### src/rtl/i2c_rx_buffer.sv
// -----------------------------------------------------------------------------
// i2c_rx_buffer
//
// Byte buffer sitting directly behind the I2C master receiver. Every byte the
// receiver strobes out is captured into a show-ahead FIFO together with a flag
// marking the last byte of its frame. A local consumer drains the FIFO through
// a valid/ready port.
//
// Ports:
//   clk, rst_n       single clock (rising edge), synchronous active-low reset
//   i2c_ready        receiver start; its rising edge begins a new frame
//   i2c_data_bytes   bytes per frame, sampled on the i2c_ready rising edge
//   i2c_data         received byte
//   i2c_data_valid   one-cycle strobe qualifying i2c_data
//   rd_ready         consumer accepts the head entry
//   rd_valid         head entry present (not empty)
//   rd_data/rd_last  head byte and its end-of-frame flag (combinational read)
//   ovf_clr          clears the sticky overflow flag
//   level            entries held, 0..DEPTH
//   full / empty     level == DEPTH / level == 0
//   overflow         sticky: a byte arrived while full and was dropped
//   frame_done       one-cycle pulse after the last byte of a frame is stored
// -----------------------------------------------------------------------------
module i2c_rx_buffer #(
    parameter int DEPTH = 16,
    parameter int AW    = 4
) (
    input  logic          clk,
    input  logic          rst_n,
    input  logic          i2c_ready,
    input  logic [3:0]    i2c_data_bytes,
    input  logic [7:0]    i2c_data,
    input  logic          i2c_data_valid,
    input  logic          rd_ready,
    output logic          rd_valid,
    output logic [7:0]    rd_data,
    output logic          rd_last,
    input  logic          ovf_clr,
    output logic [AW:0]   level,
    output logic          full,
    output logic          empty,
    output logic          overflow,
    output logic          frame_done
);

    typedef struct packed {
        logic       last;
        logic [7:0] data;
    } entry_t;

    localparam logic [AW:0]   DEPTH_L = (AW + 1)'(DEPTH);
    localparam logic [AW-1:0] PTR_ONE = AW'(1);

    entry_t        mem_q [DEPTH];

    logic [AW-1:0] wr_ptr_q, wr_ptr_d;
    logic [AW-1:0] rd_ptr_q, rd_ptr_d;
    logic [AW:0]   count_q, count_d;
    logic          rdy_prev_q, rdy_prev_d;
    logic [3:0]    len_q, len_d;
    logic [3:0]    fcnt_q, fcnt_d;
    logic          ovf_q, ovf_d;
    logic          fd_q, fd_d;

    logic          rise;
    logic [3:0]    fcnt_cur;
    logic          is_last;
    logic          wr_en;
    logic          drop;
    logic          pop;

    // Status decoded from the count register.
    assign full     = (count_q == DEPTH_L);
    assign empty    = (count_q == '0);
    assign rd_valid = ~empty;
    assign level    = count_q;
    assign overflow = ovf_q;
    assign frame_done = fd_q;

    // Show-ahead head: combinational read at the read pointer.
    assign rd_data = mem_q[rd_ptr_q].data;
    assign rd_last = mem_q[rd_ptr_q].last;

    // NOTE: every signal driven here gets a default before any branch, so no
    // path leaves a value unassigned and no latch can be inferred.
    always_comb begin
        rise       = i2c_ready & ~rdy_prev_q;
        rdy_prev_d = i2c_ready;

        // A frame start in the same cycle as a strobe takes effect first:
        // the incoming byte is byte 0 of the new frame.
        len_d    = rise ? i2c_data_bytes : len_q;
        fcnt_cur = rise ? 4'd0 : fcnt_q;
        is_last  = (len_d != 4'd0) && ((fcnt_cur + 4'd1) == len_d);

        // Full is strict: a pop in the same cycle does not make room.
        wr_en = i2c_data_valid & ~full;
        drop  = i2c_data_valid & full;
        pop   = rd_valid & rd_ready;

        wr_ptr_d = wr_ptr_q;
        rd_ptr_d = rd_ptr_q;
        count_d  = count_q;
        if (wr_en) wr_ptr_d = wr_ptr_q + PTR_ONE;
        if (pop)   rd_ptr_d = rd_ptr_q + PTR_ONE;
        case ({wr_en, pop})
            2'b10:   count_d = count_q + 1'b1;
            2'b01:   count_d = count_q - 1'b1;
            default: count_d = count_q;
        endcase

        // The frame counter advances on every strobe, dropped or not, so a
        // lost byte does not shift the tagging of later frames.
        fcnt_d = fcnt_cur;
        if (i2c_data_valid) begin
            fcnt_d = is_last ? 4'd0 : fcnt_cur + 4'd1;
        end

        // A dropped last byte is neither tagged nor announced.
        fd_d = wr_en & is_last;

        // Set has priority over clear.
        ovf_d = ovf_q;
        if (ovf_clr) ovf_d = 1'b0;
        if (drop)    ovf_d = 1'b1;
    end

    // NOTE: state registers use non-blocking assignments so every flop samples
    // the pre-edge values computed above, independent of statement order.
    always_ff @(posedge clk) begin
        if (!rst_n) begin
            wr_ptr_q   <= '0;
            rd_ptr_q   <= '0;
            count_q    <= '0;
            rdy_prev_q <= 1'b0;
            len_q      <= 4'd0;
            fcnt_q     <= 4'd0;
            ovf_q      <= 1'b0;
            fd_q       <= 1'b0;
        end else begin
            wr_ptr_q   <= wr_ptr_d;
            rd_ptr_q   <= rd_ptr_d;
            count_q    <= count_d;
            rdy_prev_q <= rdy_prev_d;
            len_q      <= len_d;
            fcnt_q     <= fcnt_d;
            ovf_q      <= ovf_d;
            fd_q       <= fd_d;
        end
    end

    // NOTE: the storage array has no reset; entries are only meaningful while
    // the count covers them, so clearing it would cost logic for no benefit.
    always_ff @(posedge clk) begin
        if (wr_en) begin
            mem_q[wr_ptr_q] <= '{last: is_last, data: i2c_data};
        end
    end

endmodule

### config.mk
export PLATFORM = sky130hd
export DESIGN_NAME = i2c_rx_buffer
export DESIGN_NICKNAME = d
export VERILOG_FILES = /design/src/rtl/i2c_rx_buffer.sv
export SDC_FILE = /design/constraint.sdc
export NUM_CORES = 1
export LEC_CHECK = 0
export CAP_MARGIN = 15
export CORE_ASPECT_RATIO = 0.75
export CORE_MARGIN = 5
export CORE_UTILIZATION = 54
export DETAILED_ROUTE_END_ITERATION = 10
export GPL_ROUTABILITY_DRIVEN = 0
export PLACE_DENSITY = 0.74
export SYNTH_ARGS = -nofsm -noshare
export SYNTH_HDL_FRONTEND = slang
export SYNTH_SLANG_ARGS = --single-unit
export TNS_END_PERCENT = 1
### constraint.sdc
create_clock -name clk -period 2.3 [get_ports clk]
set_clock_uncertainty 0.05 [all_clocks]
set_input_delay 0.46 -clock clk [delete_from_list [all_inputs] [get_ports clk]]
set_output_delay 0.46 -clock clk [all_outputs]
set_load 0.05 [all_outputs]
## Word-level counts from Yosys, hierarchy flattened

Memory sizes are Yosys's and may differ from the RTL's. A register that Yosys moved wholly into a read port is not among the register bits.
Index checks and enable logic that the tools add are counted.

- Add/sub/neg operators: 5
- Reduce and logical (&&, ||, !) cells: 5
- Eq/ne operators: 4
- Bitwise operators: 8
- Mux-type cells: 11

Operator list:

| cell | number |
|---|---|
| 2-to-1 mux 4 bit | 6 |
| adder 4 x 1 -> 4 bit (second input constant) | 3 |
| one-hot mux 5 bit (2 select lines) | 1 |
| adder 5 x 1 -> 5 bit (second input constant) | 1 |
| bitwise AND 1 bit | 5 |
| equality test 5 bit (second input constant) | 1 |
| zero test 5 bit | 1 |
| subtractor 5 x 1 -> 5 bit (second input constant) | 1 |
| equality test 4 bit | 1 |
| 2-to-1 mux 1 bit | 4 |
| nonzero test 2 bit | 2 |
| nonzero test 4 bit | 1 |
| NOT 1 bit | 3 |
| equality test 2 x 1 -> 1 bit (second input constant) | 1 |
| equality test 2 bit (second input constant) | 1 |
| logical AND 1 bit | 1 |

- Input bits: 18
- Output and inout bits: 19
- Memory bits (writable): 144
- Bits in registers: 24
- Memories kept: 1

Memory list:

| name | depth | width | read ports | clocked after Yosys merged registers in | write ports | line | text |
|---|---|---|---|---|---|---|---|
| mem_q | 16 | 9 | 1 | 1 | 1 | 54 | `entry_t mem_q [DEPTH];` |

## Depth between registers and ports, before layout

- Depth in word-level cells: 8
- Depth in mapped cells: 12

## Least setup slack after synthesis

No wires, ideal clock.

- Path type: reg-to-reg
- Start: register count_q[1], in the netlist level[1]
- End: register count_q[4], in the netlist level[4]
- Required time: 2.178 ns
- Slack: -0.580 ns
- Arrival: 2.758 ns
- Cell stages (with the launch flop): 13
- Path through: dfxtp_1 -> buf_2 -> nor4_4 -> a21oi_2 -> inv_1 -> ha_1 -> clkbuf_1 -> xor2_1 -> ha_1 -> o31ai_1 -> o21ai_0 -> a21oi_1 -> mux2i_1

- Longest elaborated chain between the ends: 5
- Elaborated cells between the ends (all ways): 12
- Those cells by class: 2 x add/sub; 3 x eq/ne; 1 x mux; 4 x bitwise; 2 x reduce/logical

Ends and longest elaborated chain:

| item | line | text |
|---|---|---|
| start: declaration | 58 | `logic [AW:0] count_q, count_d;` |
| start signal: assignment | 143 | `count_q <= count_d;` |
| equality test 5 bit / zero test 5 bit (equally long branches) | 73, 74 |  |
| NOT 1 bit (on tied branches) | 97, 75 |  |
| bitwise AND 1 bit (on tied branches) | 97, 99 |  |
| equality test 2 x 1 -> 1 bit / equality test 2 bit (equally long branches) | 106 | `case ({wr_en, pop})` |
| one-hot mux 5 bit (2 select lines) / nonzero test 2 bit (equally long branches) | -- |  |

Parallel ways exist; a longest one is shown, timed or not.
A chain may end at the register's enable or synchronous reset.

==> impl_metrics.env <==
export IMPL_register_area_sq_um=4900
export IMPL_drtAntennaViolNets=0
export IMPL_postLayoutCoreUtil=0.674
export IMPL_relSlewSlack=0.596
export IMPL_core_area_sq_um=13000
export IMPL_rows=36
export IMPL_synthArstFlopShare=0
export IMPL_cts_buffers=17
export IMPL_power_w=0.00975
export IMPL_hold_ws_ns=0.459
export IMPL_cp_end_kind="output pin"
export IMPL_dp_hpwl_microns=9100
export IMPL_worstPathArrival_ns=2.30
export IMPL_hold_buffers=0
export IMPL_stdcell_count=665
export IMPL_status="finished with violations"
export IMPL_worstPathMaxFanout=8
export IMPL_grt_pass1_wl_microns=23100
export IMPL_area_growth_pct=22.4
export IMPL_yosysSeqAreaShare=0.684
export IMPL_clk_pin_slew_ns=0.07
export IMPL_cp_start_kind="flip-flop"
export IMPL_die_w_microns=143
export IMPL_drv_cap=0
export IMPL_grt_max_degree=29
export IMPL_yosysTopAreaCell="edfxtp_1"
export IMPL_tightest_slew_ns=0.605
export IMPL_p_leak_nw=3.01
export IMPL_wl_per_cell_microns=22.5
export IMPL_synth_top_cell_area_share=0.605
export IMPL_drcViolationCount=0
export IMPL_synth_flop_cell="edfxtp_1"
export IMPL_final_nets=509
export IMPL_initialDrtViolationCount=454
export IMPL_fin_crit_sh=1.22
export IMPL_io_pins=37
export IMPL_multi_input_area_sq_um=2090
export IMPL_hold_path_class="reg2reg"
export IMPL_power_per_cell_area_nw_per_um2=1110
export IMPL_yosysMostFrequentCell="edfxtp_1"
export IMPL_setup_viol=9
export IMPL_num_vias=3854
export IMPL_antenna_found_initial=0
export IMPL_grt_pass1_vias=3984
export IMPL_cts_tree="done"
export IMPL_yosys_cell_types_count=46
export IMPL_hold_viol=0
export IMPL_dpl_worst_slack_ns=-0.445
export IMPL_die_area_sq_um=15700
export IMPL_syn_cell_area_sq_um=7150
export IMPL_synth_fp_nets=419
export IMPL_final_max_slew_violation_count=0
export IMPL_start_util=0.551
export IMPL_clkSinkCount=172
export IMPL_dpl_cell_count=629
export IMPL_syn_inst=392
export IMPL_fmaxAchievable_mhz=356
export IMPL_portBuffers=36
export IMPL_fillers=859
export IMPL_diodes=0
export IMPL_vdd_drop_max_uv=629
export IMPL_drt_pass1_iterations=5
export IMPL_crit_type="reg2out"
export IMPL_insertion_delay_ns=0.42
export IMPL_cts_root_buf="clkbuf_16"
export IMPL_die_h_microns=110
export IMPL_rsz0062_at_grt="yes"
export IMPL_via_per_inst=5.80
export IMPL_ys_warn_count=0
export IMPL_cts_buffer_depth=2
export IMPL_drive_gt1_frac=0.304
export IMPL_min_period_ns=2.81
export IMPL_synth_area_leaders="edfxtp_1 61%, mux4_1 12%, dfxtp_1 7.8%"
export IMPL_grt_total_usage=0.207
export IMPL_violations="negative setup slack"
export IMPL_h_tree_depth=4
export IMPL_required_ns=1.79
export IMPL_overflow=0
export IMPL_synth_edf_count=144
export IMPL_post_route_worst_setup_slack_ns=-0.510
export IMPL_syn_area_per_cell_sq_um=18.2
export IMPL_wl_microns=15000
export IMPL_synth_common_cells="144 x edfxtp_1, 32 x mux4_1, 28 x dfxtp_1, 20 x nand2_1, 16 x and2_1"
export IMPL_yosys_register_bits=172
[what timing repair did]
item                       4_1_cts  5_1_grt
resized for setup               32       12
buffers inserted                 4        0
setup endpoints to repair       11       33
pin swaps                        1        0
gates cloned                     1        0
[placed cells by master (no fill, tap or decap), types with 3 or more instances in the layout]
master	n
dfxtp_2	3
nor3_1	8
a21boi_0	3
inv_1	6
and2_1	16
xnor2_1	11
buf_12	7
nor2b_1	9
nand2_1	20
clkinvlp_4	3
mux4_2	36
nand3_1	7
nand2b_1	5
buf_4	48
a21oi_1	5
mux2i_1	3
buf_6	8
xor2_1	4
clkinv_4	3
mux4_1	9
edfxtp_1	144
dfxtp_4	3
clkdlybuf4s50_1	23
nand4_1	4
and3_1	4
nor2_1	14
ha_1	6
bufinv_16	4
clkbuf_16	17
dfxtp_1	22
[final cells by class]
type / count / share of cell area
well taps: 171 / 0.0245
clock inverters: 14 / 0.0223
multi-input cells: 194 / 0.239
inverters: 7 / 0.00301
clock buffers: 17 / 0.0487
repair buffers: 90 / 0.102
flip-flops and latches: 172 / 0.560
[registers in the layout (all words and copies together) (netlist names), named ones only]
| name | cells |
|---|---|
| mem_q | 144 |
| wr_ptr_q | 4 |
| rd_ptr_q | 4 |
| len_q | 4 |
| fcnt_q | 4 |
| frame_done | 1 |
| level | 5 |
| rdy_prev_q | 1 |
| overflow | 1 |
[metrics by stage]
stage / cell area, sq um / setup TNS [ns]
after detailed placement: 8050 / -8.97
after global routing: 8740 / -5.05
after CTS: 8720 / -4.50
final: 8740 / -4.24
after floorplan: 7180 / -0.506
after global placement: 8050 / -7.92
[routing by layer]
metal	up-vias	part of all wire	GRT usage
met5	-	0	0
met4	0	0.015	0.0516
met3	18	0.080	0.0665
met2	154	0.49	0.325
met1	1951	0.42	0.285
li1	1731	-	-
[critical path, stage by stage, from the launching register on]
cell	delay [ns]
dfxtp_4	0.39
buf_12	0.12
buf_16	0.13
mux4_2	0.51
mux4_2	0.54
buf_8	0.18
[where the power goes]
part | switching, W | leakage [nW] | internal [W]
logic | 0.00160 | 1.18 | 0.00146
clock network | 0.00118 | 0.293 | 0.00182
registers | 0.000140 | 1.54 | 0.00355
[logic make-up (layout without fill, tap and decap cells)]
logic type / count (synthesis) / in the layout / share of synthesized area
xor+xnor: 15 / 15 / 0.0184
fa+ha+maj: 9 / 9 / 0.0158
flops: 172 / 172 / 0.684
simple gates: 95 / 95 / 0.0725
buf+inv: 26 / 128 / 0.0187
mux: 48 / 48 / 0.163
compound gates: 27 / 27 / 0.0282
[final timing paths]
path / startpoint / endpoint / slack, ns / depth (start not counted)
hold reg to reg: len_q[1]$_SDFF_PN0_ / len_q[1]$_SDFF_PN0_ / 0.46 / 2
setup reg to reg: level[2]$_SDFFE_PN0P_ / level[4]$_SDFFE_PN0P_ / 0.02 / 9
hold / removal: len_q[1]$_SDFF_PN0_ / len_q[1]$_SDFF_PN0_ / 0.46 / 2
setup / recovery: flip-flop / rd_last / -0.51 / 5
(Power assumes the default switching activity.)
